==> config.mk <==
export PLATFORM = sky130hd
export DESIGN_NAME = console_writer
export DESIGN_NICKNAME = d
export VERILOG_FILES = /design/src/rtl/console_pkg.sv /design/src/rtl/console_cursor.sv /design/src/rtl/console_writer.sv
export SDC_FILE = /design/constraint.sdc
export NUM_CORES = 1
export LEC_CHECK = 0
export BUFFER_PORTS_ARGS = -buffer_cell sky130_fd_sc_hd__buf_2
export CAP_MARGIN = 0
export CORE_ASPECT_RATIO = 0.7
export CORE_MARGIN = 5
export CORE_UTILIZATION = 45
export DETAILED_ROUTE_END_ITERATION = 6
export PLACE_DENSITY = 0.67
export SLEW_MARGIN = 20
export SYNTH_ARGS = -nofsm -noshare
export SYNTH_HDL_FRONTEND = slang
export SYNTH_SLANG_ARGS = --single-unit
==> constraint.sdc <==
create_clock -name clk -period 2.5 [get_ports clk]
set_input_delay 0.125 -clock clk [delete_from_list [all_inputs] [get_ports clk]]
set_output_delay 0.125 -clock clk [all_outputs]
set_load 0.05 [all_outputs]
==> src/rtl/console_pkg.sv <==
// Shared types and constants for the console write path: field widths,
// glyph codes, control-character values, FSM and cursor-op encodings.
// Optional feature macro: LINE_CLEAR_EN (adds the CLR_ROW state).
package console_pkg;

  localparam int COL_W = 7;
  localparam int ROW_W = 6;

  typedef logic [3:0] glyph_t;
  localparam glyph_t GLYPH_BLANK = 4'hF;

  localparam logic [7:0] ASCII_BS = 8'h08;
  localparam logic [7:0] ASCII_LF = 8'h0A;
  localparam logic [7:0] ASCII_FF = 8'h0C;
  localparam logic [7:0] ASCII_CR = 8'h0D;

  typedef enum logic [1:0] {
    CLR_ALL,
    IDLE,
    PUT
`ifdef LINE_CLEAR_EN
    , CLR_ROW
`endif
  } state_t;

  typedef enum logic [2:0] {
    CUR_NOP,
    CUR_ADV,
    CUR_BACK,
    CUR_NL,
    CUR_HOME,
    CUR_LOAD
  } cur_op_t;

  function automatic logic is_printable(input logic [7:0] c);
    return (c >= 8'h20) && (c <= 8'h7E);
  endfunction

  // Digits map to their value, A-E / a-e to A-E (both share the low nibble
  // 1..5, so +9 gives A..E); everything else printable shows as blank.
  function automatic glyph_t ascii_to_glyph(input logic [7:0] c);
    if (c >= 8'h30 && c <= 8'h39)
      return c[3:0];
    else if ((c >= 8'h41 && c <= 8'h45) || (c >= 8'h61 && c <= 8'h65))
      return c[3:0] + 4'd9;
    else
      return GLYPH_BLANK;
  endfunction

endpackage

==> src/rtl/console_cursor.sv <==
// Cursor row/col registers. Applies one op per cycle; all wrap handling
// lives here so the cursor can never leave the visible COLS x ROWS area.
module console_cursor
  import console_pkg::*;
#(
  parameter int COLS = 100,
  parameter int ROWS = 37
) (
  input  logic             clk,
  input  logic             rst,
  input  cur_op_t          op,
  input  logic [ROW_W-1:0] load_row,
  input  logic [COL_W-1:0] load_col,
  output logic [ROW_W-1:0] row,
  output logic [COL_W-1:0] col,
  output logic             at_eol
);

  localparam logic [COL_W-1:0] COL_MAX = COL_W'(COLS - 1);
  localparam logic [ROW_W-1:0] ROW_MAX = ROW_W'(ROWS - 1);

  logic [ROW_W-1:0] row_d, row_inc;
  logic [COL_W-1:0] col_d;

  assign at_eol  = (col == COL_MAX);
  assign row_inc = (row == ROW_MAX) ? '0 : row + 1'b1;

  // Next cursor position for the requested op.
  always_comb begin
    row_d = row;
    col_d = col;
    case (op)
      CUR_ADV: begin
        if (at_eol) begin
          col_d = '0;
          row_d = row_inc;
        end else begin
          col_d = col + 1'b1;
        end
      end
      CUR_BACK: begin
        if (col != '0) begin
          col_d = col - 1'b1;
        end else if (row != '0) begin
          col_d = COL_MAX;
          row_d = row - 1'b1;
        end
      end
      CUR_NL: begin
        col_d = '0;
        row_d = row_inc;
      end
      CUR_HOME: begin
        col_d = '0;
        row_d = '0;
      end
      CUR_LOAD: begin
        col_d = load_col;
        row_d = load_row;
      end
      default: ;
    endcase
  end

  // Cursor state register.
  always_ff @(posedge clk or posedge rst) begin
    if (rst) begin
      row <= '0;
      col <= '0;
    end else begin
      row <= row_d;
      col <= col_d;
    end
  end

endmodule

==> src/rtl/console_writer.sv <==
// Write-side front end of the character text buffer. Accepts ASCII bytes,
// decodes control characters, drives glyph writes and parks waddr on the
// cursor cell when idle. Optional macro: LINE_CLEAR_EN blanks each new row
// as the cursor moves onto it.
module console_writer
  import console_pkg::*;
#(
  parameter int COLS = 100,
  parameter int ROWS = 37
) (
  input  logic        clk,
  input  logic        rst,
  input  logic        char_valid,
  input  logic [7:0]  char_data,
  output logic        char_ready,
  output logic        we,
  output logic [12:0] waddr,
  output logic [3:0]  new_char,
  output logic        busy
);

  localparam logic [COL_W-1:0] COL_MAX = COL_W'(COLS - 1);
  localparam logic [ROW_W-1:0] ROW_MAX = ROW_W'(ROWS - 1);

  state_t           state, nxt;
  logic             run;
  glyph_t           glyph_q, glyph_d;
  logic             adv_q, adv_d;
  logic [ROW_W-1:0] clr_row_q, clr_row_d;
  logic [COL_W-1:0] clr_col_q, clr_col_d;

  cur_op_t          cop;
  logic [ROW_W-1:0] cur_row, load_row;
  logic [COL_W-1:0] cur_col, load_col;
  logic             at_eol;

  console_cursor #(.COLS(COLS), .ROWS(ROWS)) u_cursor (
    .clk      (clk),
    .rst      (rst),
    .op       (cop),
    .load_row (load_row),
    .load_col (load_col),
    .row      (cur_row),
    .col      (cur_col),
    .at_eol   (at_eol)
  );

  // State, pending glyph and clear counters. 'run' holds off the first clear
  // write for one cycle so we stays low while reset is asserted and just after.
  always_ff @(posedge clk or posedge rst) begin
    if (rst) begin
      state     <= CLR_ALL;
      run       <= 1'b0;
      glyph_q   <= GLYPH_BLANK;
      adv_q     <= 1'b0;
      clr_row_q <= '0;
      clr_col_q <= '0;
    end else begin
      state     <= nxt;
      run       <= 1'b1;
      glyph_q   <= glyph_d;
      adv_q     <= adv_d;
      clr_row_q <= clr_row_d;
      clr_col_q <= clr_col_d;
    end
  end

  // Next-state, cursor ops and buffer-side outputs. Counters always return to
  // zero when a clear finishes, so a later clear starts at column/row 0.
  always_comb begin
    nxt        = state;
    glyph_d    = glyph_q;
    adv_d      = adv_q;
    clr_row_d  = clr_row_q;
    clr_col_d  = clr_col_q;
    cop        = CUR_NOP;
    load_row   = cur_row;
    load_col   = '0;
    char_ready = 1'b0;
    we         = 1'b0;
    waddr      = {cur_row, cur_col};
    new_char   = GLYPH_BLANK;
    busy       = 1'b0;
    case (state)
      CLR_ALL: begin
        busy  = 1'b1;
        we    = run;
        waddr = {clr_row_q, clr_col_q};
        if (run) begin
          if (clr_col_q == COL_MAX) begin
            clr_col_d = '0;
            if (clr_row_q == ROW_MAX) begin
              clr_row_d = '0;
              cop       = CUR_HOME;
              nxt       = IDLE;
            end else begin
              clr_row_d = clr_row_q + 1'b1;
            end
          end else begin
            clr_col_d = clr_col_q + 1'b1;
          end
        end
      end
      IDLE: begin
        char_ready = 1'b1;
        if (char_valid) begin
          if (is_printable(char_data)) begin
            glyph_d = ascii_to_glyph(char_data);
            adv_d   = 1'b1;
            nxt     = PUT;
          end else begin
            case (char_data)
              ASCII_LF: begin
                cop = CUR_NL;
`ifdef LINE_CLEAR_EN
                nxt = CLR_ROW;
`endif
              end
              ASCII_CR: cop = CUR_LOAD;
              ASCII_BS: begin
                cop     = CUR_BACK;
                glyph_d = GLYPH_BLANK;
                adv_d   = 1'b0;
                nxt     = PUT;
              end
              ASCII_FF: nxt = CLR_ALL;
              default: ;
            endcase
          end
        end
      end
      PUT: begin
        we       = 1'b1;
        new_char = glyph_q;
        nxt      = IDLE;
        if (adv_q) begin
          cop = CUR_ADV;
`ifdef LINE_CLEAR_EN
          if (at_eol) nxt = CLR_ROW;
`endif
        end
      end
`ifdef LINE_CLEAR_EN
      CLR_ROW: begin
        busy  = 1'b1;
        we    = 1'b1;
        waddr = {cur_row, clr_col_q};
        if (clr_col_q == COL_MAX) begin
          clr_col_d = '0;
          nxt       = IDLE;
        end else begin
          clr_col_d = clr_col_q + 1'b1;
        end
      end
`endif
      default: nxt = CLR_ALL;
    endcase
  end

endmodule
* Word-level counts from Yosys, hierarchy flattened
Index checks and enable logic that the tools add are counted.
Cells by class: add/sub/neg operators 7, $mul 0, div/mod/pow operators 0, order comparisons 8, equal/unequal tests 24, shifts and indexed selects 0, mux-type cells 37, bitwise gates (word level) 0, reductions and logical operators 18
Operators by type and width (count):
- 8-bit by 4-bit == test with 1-bit output (second input constant) | 4
- 6-bit two-way mux | 5
- 7-bit two-way mux | 4
- 8-bit by 7-bit less-or-equal comparator with 1-bit output (second input constant) | 3
- 6-bit one-hot mux with 4 select lines | 1
- 7-bit one-hot mux with 3 select lines | 1
- 4-bit two-way mux | 5
- 3-bit one-hot mux with 3 select lines | 2
- 8-bit by 6-bit greater-or-equal comparator with 1-bit output (second input constant) | 2
- 8-bit by 7-bit greater-or-equal comparator with 1-bit output (second input constant) | 2
- 3-bit two-way mux | 5
- 7-bit by 1-bit adder with 7-bit output (second input constant) | 2
- 7-bit == test (second input constant) | 2
- 13-bit two-way mux | 1
- 6-bit by 1-bit adder with 6-bit output (second input constant) | 2
- 6-bit == test (second input constant) | 2
- 2-bit != test (second input constant) | 6
- 2-bit two-way mux | 5
- 8-bit by 6-bit less-or-equal comparator with 1-bit output (second input constant) | 1
- 7-bit nonzero test | 1
- 7-bit by 1-bit subtractor with 7-bit output (second input constant) | 1
- 3-bit by 2-bit == test with 1-bit output (second input constant) | 2
- 3-bit == test (second input constant) | 2
- 2-bit one-hot mux with 3 select lines | 1
- other kinds (23) | 32
Word-level totals: register bits 34, bits in latches 0, memory bits (writable) 0, memory bits (read-only) 0, bits of input ports 11, logic and storage cells 102, memories kept 0

* Depth between registers and ports, before layout
Gate-level depths: netlist of the first run.
depth after elaboration 9, mapped depth 9

* Modules after synthesis
From an unflattened synthesis of the first run, not the netlist that was laid out.
Second synthesis, totals: cells, all modules 341, area total of the unflattened synthesis 2980.4 um^2
By module, submodules not included:
- console_writer | instances 1, cells each 162, area an instance 1517.7 um^2, seq. area each 530.5 um^2
- console_cursor | instances 1, cells each 179, area an instance 1462.7 um^2, seq. area each 325.3 um^2

* Worst setup path before layout of the first run
OpenSTA, ideal clock, no wires.
kind reg2out, start register state[0], end output waddr[0], data arrival time 2487 ps, path slack -112 ps, cell stages (with the launch flop) 6, buffers on the path 2, cells stage by stage dfrtp_1 -> or2_2 -> buf_4 -> clkinv_1 -> clkbuf_1 -> o21ai_0
On the way: cells in the longest elaborated chain, start to end 2
RTL lines:
- start: declaration | line console_writer.sv:25 | state_t state, nxt;
- start signal: assignment | line console_writer.sv:59 | state <= nxt;
- 2-bit logical NOT | line console_writer.sv:84 | case (state)
- 13-bit two-way mux | line console_writer.sv:84
- end: declaration | line console_writer.sv:17 | output logic [12:0] waddr,
No other way between the ends.

* Final worst setup path of the first run
start register clr_row_q[0], end register u_cursor.row[0]
On the way: cells in the longest elaborated chain, start to end 8, elaborated cells on any way between the ends 15, classes of those cells eq/ne (8); mux (5); reduce/logical (2)
RTL lines:
- start: declaration | line console_writer.sv:29 | logic [ROW_W-1:0] clr_row_q, clr_row_d;
- start signal: assignment | line console_writer.sv:63 | clr_row_q <= clr_row_d;
- 6-bit == test * | line console_writer.sv:92 | if (clr_row_q == ROW_MAX) begin
- 3-bit two-way mux * | line console_writer.sv:92
- 3-bit two-way mux * | line console_writer.sv:90 | if (clr_col_q == COL_MAX) begin
- 3-bit two-way mux * | line console_writer.sv:89 | if (run) begin
- 3-bit one-hot mux with 3 select lines * | line console_writer.sv:84
- 3-bit by 2-bit == test with 1-bit output (tied with other cells) | line console_cursor.sv:32 | case (op)
- 2-bit != test (no source line) (tied with other cells)
- 4-bit AND reduction (no source line)
- end signal: assignment | line console_cursor.sv:71 | row <= row_d;
- end: declaration | line console_cursor.sv:14 | output logic [ROW_W-1:0] row,
Mark *: on every way between the ends. The rest lies on a longest branch, timed or not. A chain may end at the register's enable or synchronous reset.

==> results of run 1 <==
-- worst paths after layout --
path,to,slack (ns),start,depth (start not counted)
max,u_cursor.row[0],0.11,clr_row_q[0],8
min,glyph_q[1],0.19,char_data[1],3
max reg2reg,u_cursor.row[0],0.11,clr_row_q[0],8
min reg2reg,glyph_q[3],0.50,glyph_q[3],2
max in group asynchronous,u_cursor.row[5],1.36,rst,4
min in group asynchronous,clr_col_q[6],0.43,rst,3
-- critical path: cells and delay by family, from the launching register on --
| family | cells | cell delay (ns) |
|---|---|---|
| compound gates | 1 | 0.21 |
| fa+ha+maj | 1 | 0.14 |
| buf+inv | 2 | 0.28 |
| flops | 1 | 0.38 |
| mux | 1 | 0.35 |
| simple gates | 3 | 0.92 |
-- sequential cells by signal, summed over array words and instances, names as in the netlist --
name          flops
u_cursor.col      7
run               1
clr_col_q         7
clr_row_q         6
adv_q             1
state             2
glyph_q           4
u_cursor.row      6
-- kinds of logic after synthesis --
family	share of synthesized area
and+or+nand+nor	0.290
AOI/OAI and AO/OA	0.202
buffers and inverters	0.0529
DFF	0.309
adders and majority gates	0.0587
muxes	0.0511
xor gates and xnor gates	0.0348
other	0.00135
-- cells in the mapped netlist (3+ instances only) --
| master | instances | area share |
|---|---|---|
| a21oi_1 | 13 | 0.023 |
| a2bb2oi_1 | 4 | 0.013 |
| a31oi_1 | 4 | 0.0090 |
| and2_1 | 5 | 0.011 |
| and3_1 | 6 | 0.014 |
| buf_2 | 3 | 0.0054 |
| clkbuf_1 | 10 | 0.014 |
| dfrtp_1 | 30 | 0.27 |
| dfstp_2 | 4 | 0.038 |
| ha_1 | 13 | 0.059 |
| inv_1 | 17 | 0.023 |
| mux2_2 | 5 | 0.020 |
| mux2i_1 | 6 | 0.022 |
| nand2_1 | 29 | 0.039 |
| nand2b_1 | 4 | 0.0090 |
| nand3_1 | 17 | 0.031 |
| nand4_1 | 9 | 0.020 |
| nor2_1 | 27 | 0.037 |
| nor2b_1 | 3 | 0.0068 |
| nor3_1 | 8 | 0.014 |
| nor3b_1 | 4 | 0.011 |
| nor4_1 | 6 | 0.014 |
| nor4b_1 | 4 | 0.013 |
| o21a_1 | 3 | 0.0081 |
| o21ai_0 | 23 | 0.042 |
| o221ai_1 | 4 | 0.013 |
| or2_2 | 6 | 0.014 |
| xnor2_1 | 9 | 0.028 |
-- cell type report --
class | instances | share of cell area
multi-input combinational | 261 | 0.548
tap | 75 | 0.0290
clock inverter | 2 | 0.00387
clock buffer | 6 | 0.0255
inverter | 18 | 0.0209
sequential | 34 | 0.264
timing repair buffer | 56 | 0.109
-- what timing repair did --
item	CTS	global route
gates resized for setup	0	2
endpoints found under the hold margin	10	0
endpoints found under the setup margin	0	2
hold buffers	1	0
-- metal layers --
layer  part of all wire  track usage  wire length, um  vias up
li1                   -            -                -     1302
met1               0.51        0.291             3720     1239
met2               0.42        0.296             3040       94
met3              0.060       0.0390              438        4
met4             0.0058       0.0345               42        0
met5                  0            0                0        -
-- through the flow --
stage / hold WS (ns) / TNS [ns]
after floorplan: 0.264 / -0.781
after global placement: 0.230 / 0
after detailed placement: 0.228 / 0
after CTS: 0.184 / 0
after global routing: 0.206 / 0
final: 0.187 / 0
-- power groups by stage --
| stage | registers, W | logic [W] | clock network (W) |
|---|---|---|---|
| after detailed placement | 0.000639 | 0.000448 | 0 |
| after global placement | 0.000637 | 0.000444 | 0 |
| final | 0.000629 | 0.000452 | 0.000431 |
| after CTS | 0.000628 | 0.000452 | 0.000443 |
| after floorplan | 0.000640 | 0.000314 | 0 |
| after global routing | 0.000637 | 0.000493 | 0.000469 |
==> flow_summary_export.csv, run 1 <==
group,metric,value,unit
sta,setup_ws,0.109,ns
pwr,clock_power_share,0.285,
worst_setup_path,crit_fanout,11,
cells_and_area,fillCellCount,550,
worst_setup_path,critPathLaunchType,"register",
place,place.gp.congestion,0.934,
cells_and_area,syn2layout_area_growth,16.9,%
detailed_routing,dr.pass1.iters,5,
sta,rsz0062_at_grt,"no",
cells_and_area,multi_input_area,1770,um^2
detailed_routing,routed_wl,7250,um
floorplanning,core_area,5840,um^2
cells_and_area,stdcell_count,452,
floorplanning,fp.dieH,75.6,um
grt,grt-ovfl-total,0,
worst_setup_path,cpPeakStageDelay,0.57,ns
pwr,power_density,467,nW/um^2
min_path,hp-class,"input port to register",
detailed_routing,drtIter0Drc,180,
pwr,intPower,0.000961,W
synth,syn_area_per_cell,8.39,um^2
worst_setup_path,arrival,2.55,ns
grt,grt_pass1_vias,2540,
synth,synth_seq_area_share,0.309,
pwr,ir_worst_vdd,0.177,mV
floorplanning,io_pins,31,
sta,final.setup_skew,0.00743,ns
clock_tree,clockBufferDepth,2,
pwr,finalPower,0.00151,W
synth,ys_types,70,
synth,synth_fp_nets,354,
place,hpwlAfterDp,5690,um
synth,yosys_warnings,0,
synth,synth_edf_count,0,
place,dp_cells,443,
clock_tree,numCtsBuffers,5,
place,dp_slack,0.0945,ns
clock_tree,cts_sinks,34,
cells_and_area,fin_util,0.554,
worst_setup_path,crit_slowest_cell,"or4bb_4",
grt,grt_pass1_wl,12500,um
cells_and_area,seq_area,856,um^2
detailed_routing,drc,0,
cells_and_area,layout_common_cells,"dfrtp_1, buf_2, nand2_1, nor2_1, buf_4",
pwr,p_sw_frac,0.365,
worst_setup_path,cp.required,2.66,ns
cells_and_area,diodes,0,
floorplanning,initial_utilization,0.474,
pwr,p_comb_frac,0.299,
grt,grt_max_degree,21,
floorplanning,die_area,7850,um^2
detailed_routing,ant_nets,0,
synth,synthArstFlopShare,1.00,
worst_setup_path,path_cells,"inv_1 -> ha_1 -> or4bb_4 -> nor4_4 -> buf_6 -> nor2_1 -> a21oi_2 -> mux2_1",
pwr,p_leak,1.36,nW
place,portBuffers,30,
sta,worst_pin_slew,0.730,ns
pwr,p_sw,0.000552,W
sta,fin_crit,2.39,ns
cells_and_area,design_area,3240,um^2
detailed_routing,viasPerCell,5.84,
grt,track_usage,0.195,
sta,slew_headroom,0.509,
detailed_routing,wl_per_cell,16.0,um
synth,syn_inst,330,
cells_and_area,drive_gt1_frac,0.247,
worst_setup_path,endpoint_kind,"register",
floorplanning,rows,23,
sta,setup_viol,0,
detailed_routing,dr_total_vias,2639,
place,place_area,3120,um^2
synth,ys_seq_elements,34,
clock_tree,cts-root-buf,"clkbuf_8",
floorplanning,die_w,104,um
sta,fin_crit_sh,0.956,
clock_tree,cts_tree,"built",
synth,ys.flop_type,"dfrtp_1",
run,drv_cap,0,
pwr,seqPwrFrac,0.416,
sta,fmax,418,MHz
clock_tree,insertion_delay,0.29,ns
cells_and_area,fin_nets,400,
status,status,"finished clean",
sta,hold_viol,0,
clock_tree,post-cts-setup-buffers,0,
worst_setup_path,worstSetupPathType,"register to register",
grt,antenna_found_initial,0,
synth,syn-cell-area,2770,um^2
clock_tree,clk_pin_slew,0.07,ns
clock_tree,cts_max_level,2,
sta,slew_violations,0,
Note: power is estimated with default switching activity, not from simulation.
==> run 2: changes to the inputs <==
- CELL_PAD_IN_SITES_DETAIL_PLACEMENT: unset -> 1
- CELL_PAD_IN_SITES_GLOBAL_PLACEMENT: unset -> 2
- CORE_UTILIZATION: 45 -> 33
- PLACE_DENSITY: 0.67 -> 0.78
- SYNTH_HIERARCHICAL: unset -> 1
==> run 2 against run 1 <==
Against the previous run: global-route usage down 0.79 points; count of clock-buffer cells in the layout increased by 1; critical path type unchanged; highest routed layer unchanged; clock power rose by 49%; non-clock buffer count increased by 27; register-to-register slack got worse by 0.04 ns; sequential share of layout area shrank 4.2 points; largest power group is now combinational cells; first-iteration DRC count down 16%; sequential cell count is the same.
==> flow_summary_export.csv, run 2 <==
group,metric,value,unit
clock_tree,insertion_delay,0.29,ns
synth,synth_edf_count,0,
grt,grt_pass1_vias,2955,
sta,rsz0062_at_grt,"yes",
cells_and_area,fin_util,0.432,
sta,hold_viol,0,
sta,slew_violations,0,
synth,syn_inst,341,
synth,ys_seq_elements,34,
detailed_routing,wl_per_cell,17.6,um
cells_and_area,final_common_cell,"buf_4",
detailed_routing,drtIter0Drc,152,
synth,ys.flop_type,"dfrtp_1",
clock_tree,cts-root-buf,"clkbuf_16",
clock_tree,clk_pin_slew,0.06,ns
worst_setup_path,crit_fanout,4,
clock_tree,cts_sinks,34,
cells_and_area,diodes,0,
synth,yosys-top-cells-area,"dfrtp_1, mux2_2, ha_1",
sta,fin_crit_sh,0.974,
sta,setup_tns,0,ns
pwr,power_density,726,nW/um^2
min_path,hp-class,"input port to register",
min_path,min_from,"char_valid",
worst_setup_path,cp.required,2.73,ns
run,drv_cap,0,
grt,grt-ovfl-total,0,
sta,fmax,411,MHz
cells_and_area,fillCellCount,1078,
grt,antenna_found_initial,0,
detailed_routing,viasPerCell,5.23,
clock_tree,clockBufferDepth,2,
floorplanning,die_area,11100,um^2
pwr,ir_worst_vdd,0.277,mV
place,dp_cells,533,
detailed_routing,dr.pass1.iters,4,
detailed_routing,routed_wl,9630,um
worst_setup_path,r2r-end,"u_cursor/row[5]",
grt,grt_pass1_wl,16000,um
synth,syn-cell-area,2980,um^2
floorplanning,initial_utilization,0.334,
sta,setup_viol,0,
status,status,"finished clean",
synth,ys_types,74,
detailed_routing,ant_nets,0,
floorplanning,core_area,8930,um^2
floorplanning,fp.dieH,89.5,um
min_path,hold_end,"state[0]",
sta,slew_headroom,0.422,
sta,fin_crit,2.43,ns
detailed_routing,drc,0,
cells_and_area,stdcell_count,547,
worst_setup_path,crit-reg2reg-launch,"clr_row_q[0]",
cells_and_area,layout_common_cells,"buf_4, nand2_1, dfrtp_1, buf_2, o21ai_0",
cells_and_area,syn2layout_area_growth,29.3,%
floorplanning,die_w,124,um
synth,synthArstFlopShare,1.00,
clock_tree,numCtsBuffers,5,
synth,synth_seq_area_share,0.287,
worst_setup_path,worstSetupPathType,"register to register",
place,portBuffers,30,
clock_tree,cts_max_level,2,
synth,syn_area_per_cell,8.74,um^2
cells_and_area,top_regs,"clr_col_q: 7 flops, u_cursor/col: 7 flops",
sta,final.setup_skew,0.00487,ns
synth,yosys.area.top_type,"dfrtp_1",
floorplanning,rows,29,
grt,track_usage,0.187,
worst_setup_path,endpoint_kind,"register",
detailed_routing,dr_total_vias,2862,
synth,synth_top_area_frac,0.252,
worst_setup_path,arrival,2.66,ns
place,place.gp.congestion,0.827,
cells_and_area,fin_nets,447,
cells_and_area,drive_gt1_frac,0.326,
sta,worst_pin_slew,0.866,ns
worst_setup_path,r2r_slack,0.07,ns
pwr,p_leak,1.72,nW
synth,synth.most_common_cell,"nand2_1",
worst_setup_path,worstRegToRegCells,11,
clock_tree,cts_tree,"built",
synth,yosys_warnings,6,
sta,setup_ws,0.0660,ns
place,dp_slack,-0.137,ns
synth,synth_commonest_cells,"nand2_1, dfrtp_1, o21ai_0, inv_1, nor2_1",
worst_setup_path,critPathLaunchType,"register",
floorplanning,io_pins,31,
grt,grt_max_degree,22,
place,hpwlAfterDp,7490,um
min_path,hold_path_depth,3,
-- run 2: cell count changes after synthesis, moves of 5 or more --
cell | previous run | this run
clkbuf_1 | 10 | 4
nor2_1 | 27 | 19
nand2b_1 | 4 | 11
nand3_1 | 17 | 11
mux2_2 | 5 | 17
nor4_1 | 6 | 1
-- run 2: kinds of logic after synthesis --
| logic type | synth area share |
|---|---|
| AO/OA/AOI/OAI | 0.231 |
| XOR/XNOR | 0.0353 |
| AND/OR/NAND/NOR | 0.252 |
| other | 0.00252 |
| flip-flops | 0.287 |
| buffers and inverters | 0.0521 |
| multiplexers | 0.0810 |
| adder cells (fa/ha/maj) | 0.0588 |
-- run 2: power breakdown --
group / internal [W] / switching (W) / total, W
combinational: 0.000520 / 0.000821 / 0.00134
clock: 0.000395 / 0.000249 / 0.000644
sequential: 0.000664 / 0.000150 / 0.000814
total: 0.00158 / 0.00122 / 0.00280
-- run 2: worst max-delay path, cell delays in order (launching register included) --
cell and delay [ns]:
dfrtp_1 0.36, inv_2 0.06, ha_2 0.18, and3b_1 0.17
and3b_2 0.23, nand2_2 0.09, o21ai_4 0.08, or3b_4 0.42
or4_1 0.41, o21a_1 0.11, mux2i_1 0.14, a221o_1 0.12
-- run 2: how the worst max path moves through the flow --
stage                       from  depth (start not counted)  slack (ns)              end
floorplan               state[1]                         10        0.02  u_cursor/row[5]
global placement    clr_row_q[0]                         11       -0.09  u_cursor/row[5]
detailed placement  clr_row_q[0]                         11       -0.14  u_cursor/row[5]
CTS                     state[1]                         11        0.05  u_cursor/col[4]
global route            state[1]                         11       -0.03  u_cursor/col[2]
finish              clr_row_q[0]                         11        0.07  u_cursor/row[5]
-- run 2: layout make-up --
cell class | count | area, um^2 | share of cell area
Clock inverter | 1 | 5.00 | 0.00130
Multi-Input combinational cell | 279 | 2050 | 0.531
Sequential cell | 34 | 856 | 0.222
Tap cell | 124 | 155 | 0.0402
Timing Repair Buffer | 83 | 579 | 0.150
Inverter | 19 | 71.3 | 0.0185
Clock buffer | 7 | 143 | 0.0370
-- run 2: routing by layer --
metal  part of all wire  vias up  global-route usage
li1                   -     1408                   -
met1               0.53     1393               0.279
met2               0.41       51               0.277
met3              0.047       10              0.0392
met4             0.0097        0              0.0342
met5                  0        -                   0
-- run 2: repair_timing --
item | in CTS | in global routing
setup buffers | 2 | 3
pin swaps | 2 | 2
hold buffers | 1 | 0
resized for setup | 5 | 9
setup endpoints to repair | 2 | 13
hold endpoints to repair | 13 | 0
-- run 2: per-stage QoR --
stage                     instance area (um^2)  hold slack (ns)  total power [W]
final                                     3850            0.256          0.00280
after global routing                      3850            0.272          0.00298
after CTS                                 3800            0.244          0.00281
after detailed placement                  3620            0.272          0.00215
after global placement                    3620            0.251          0.00212
after floorplan                           3020          0.00196          0.00170
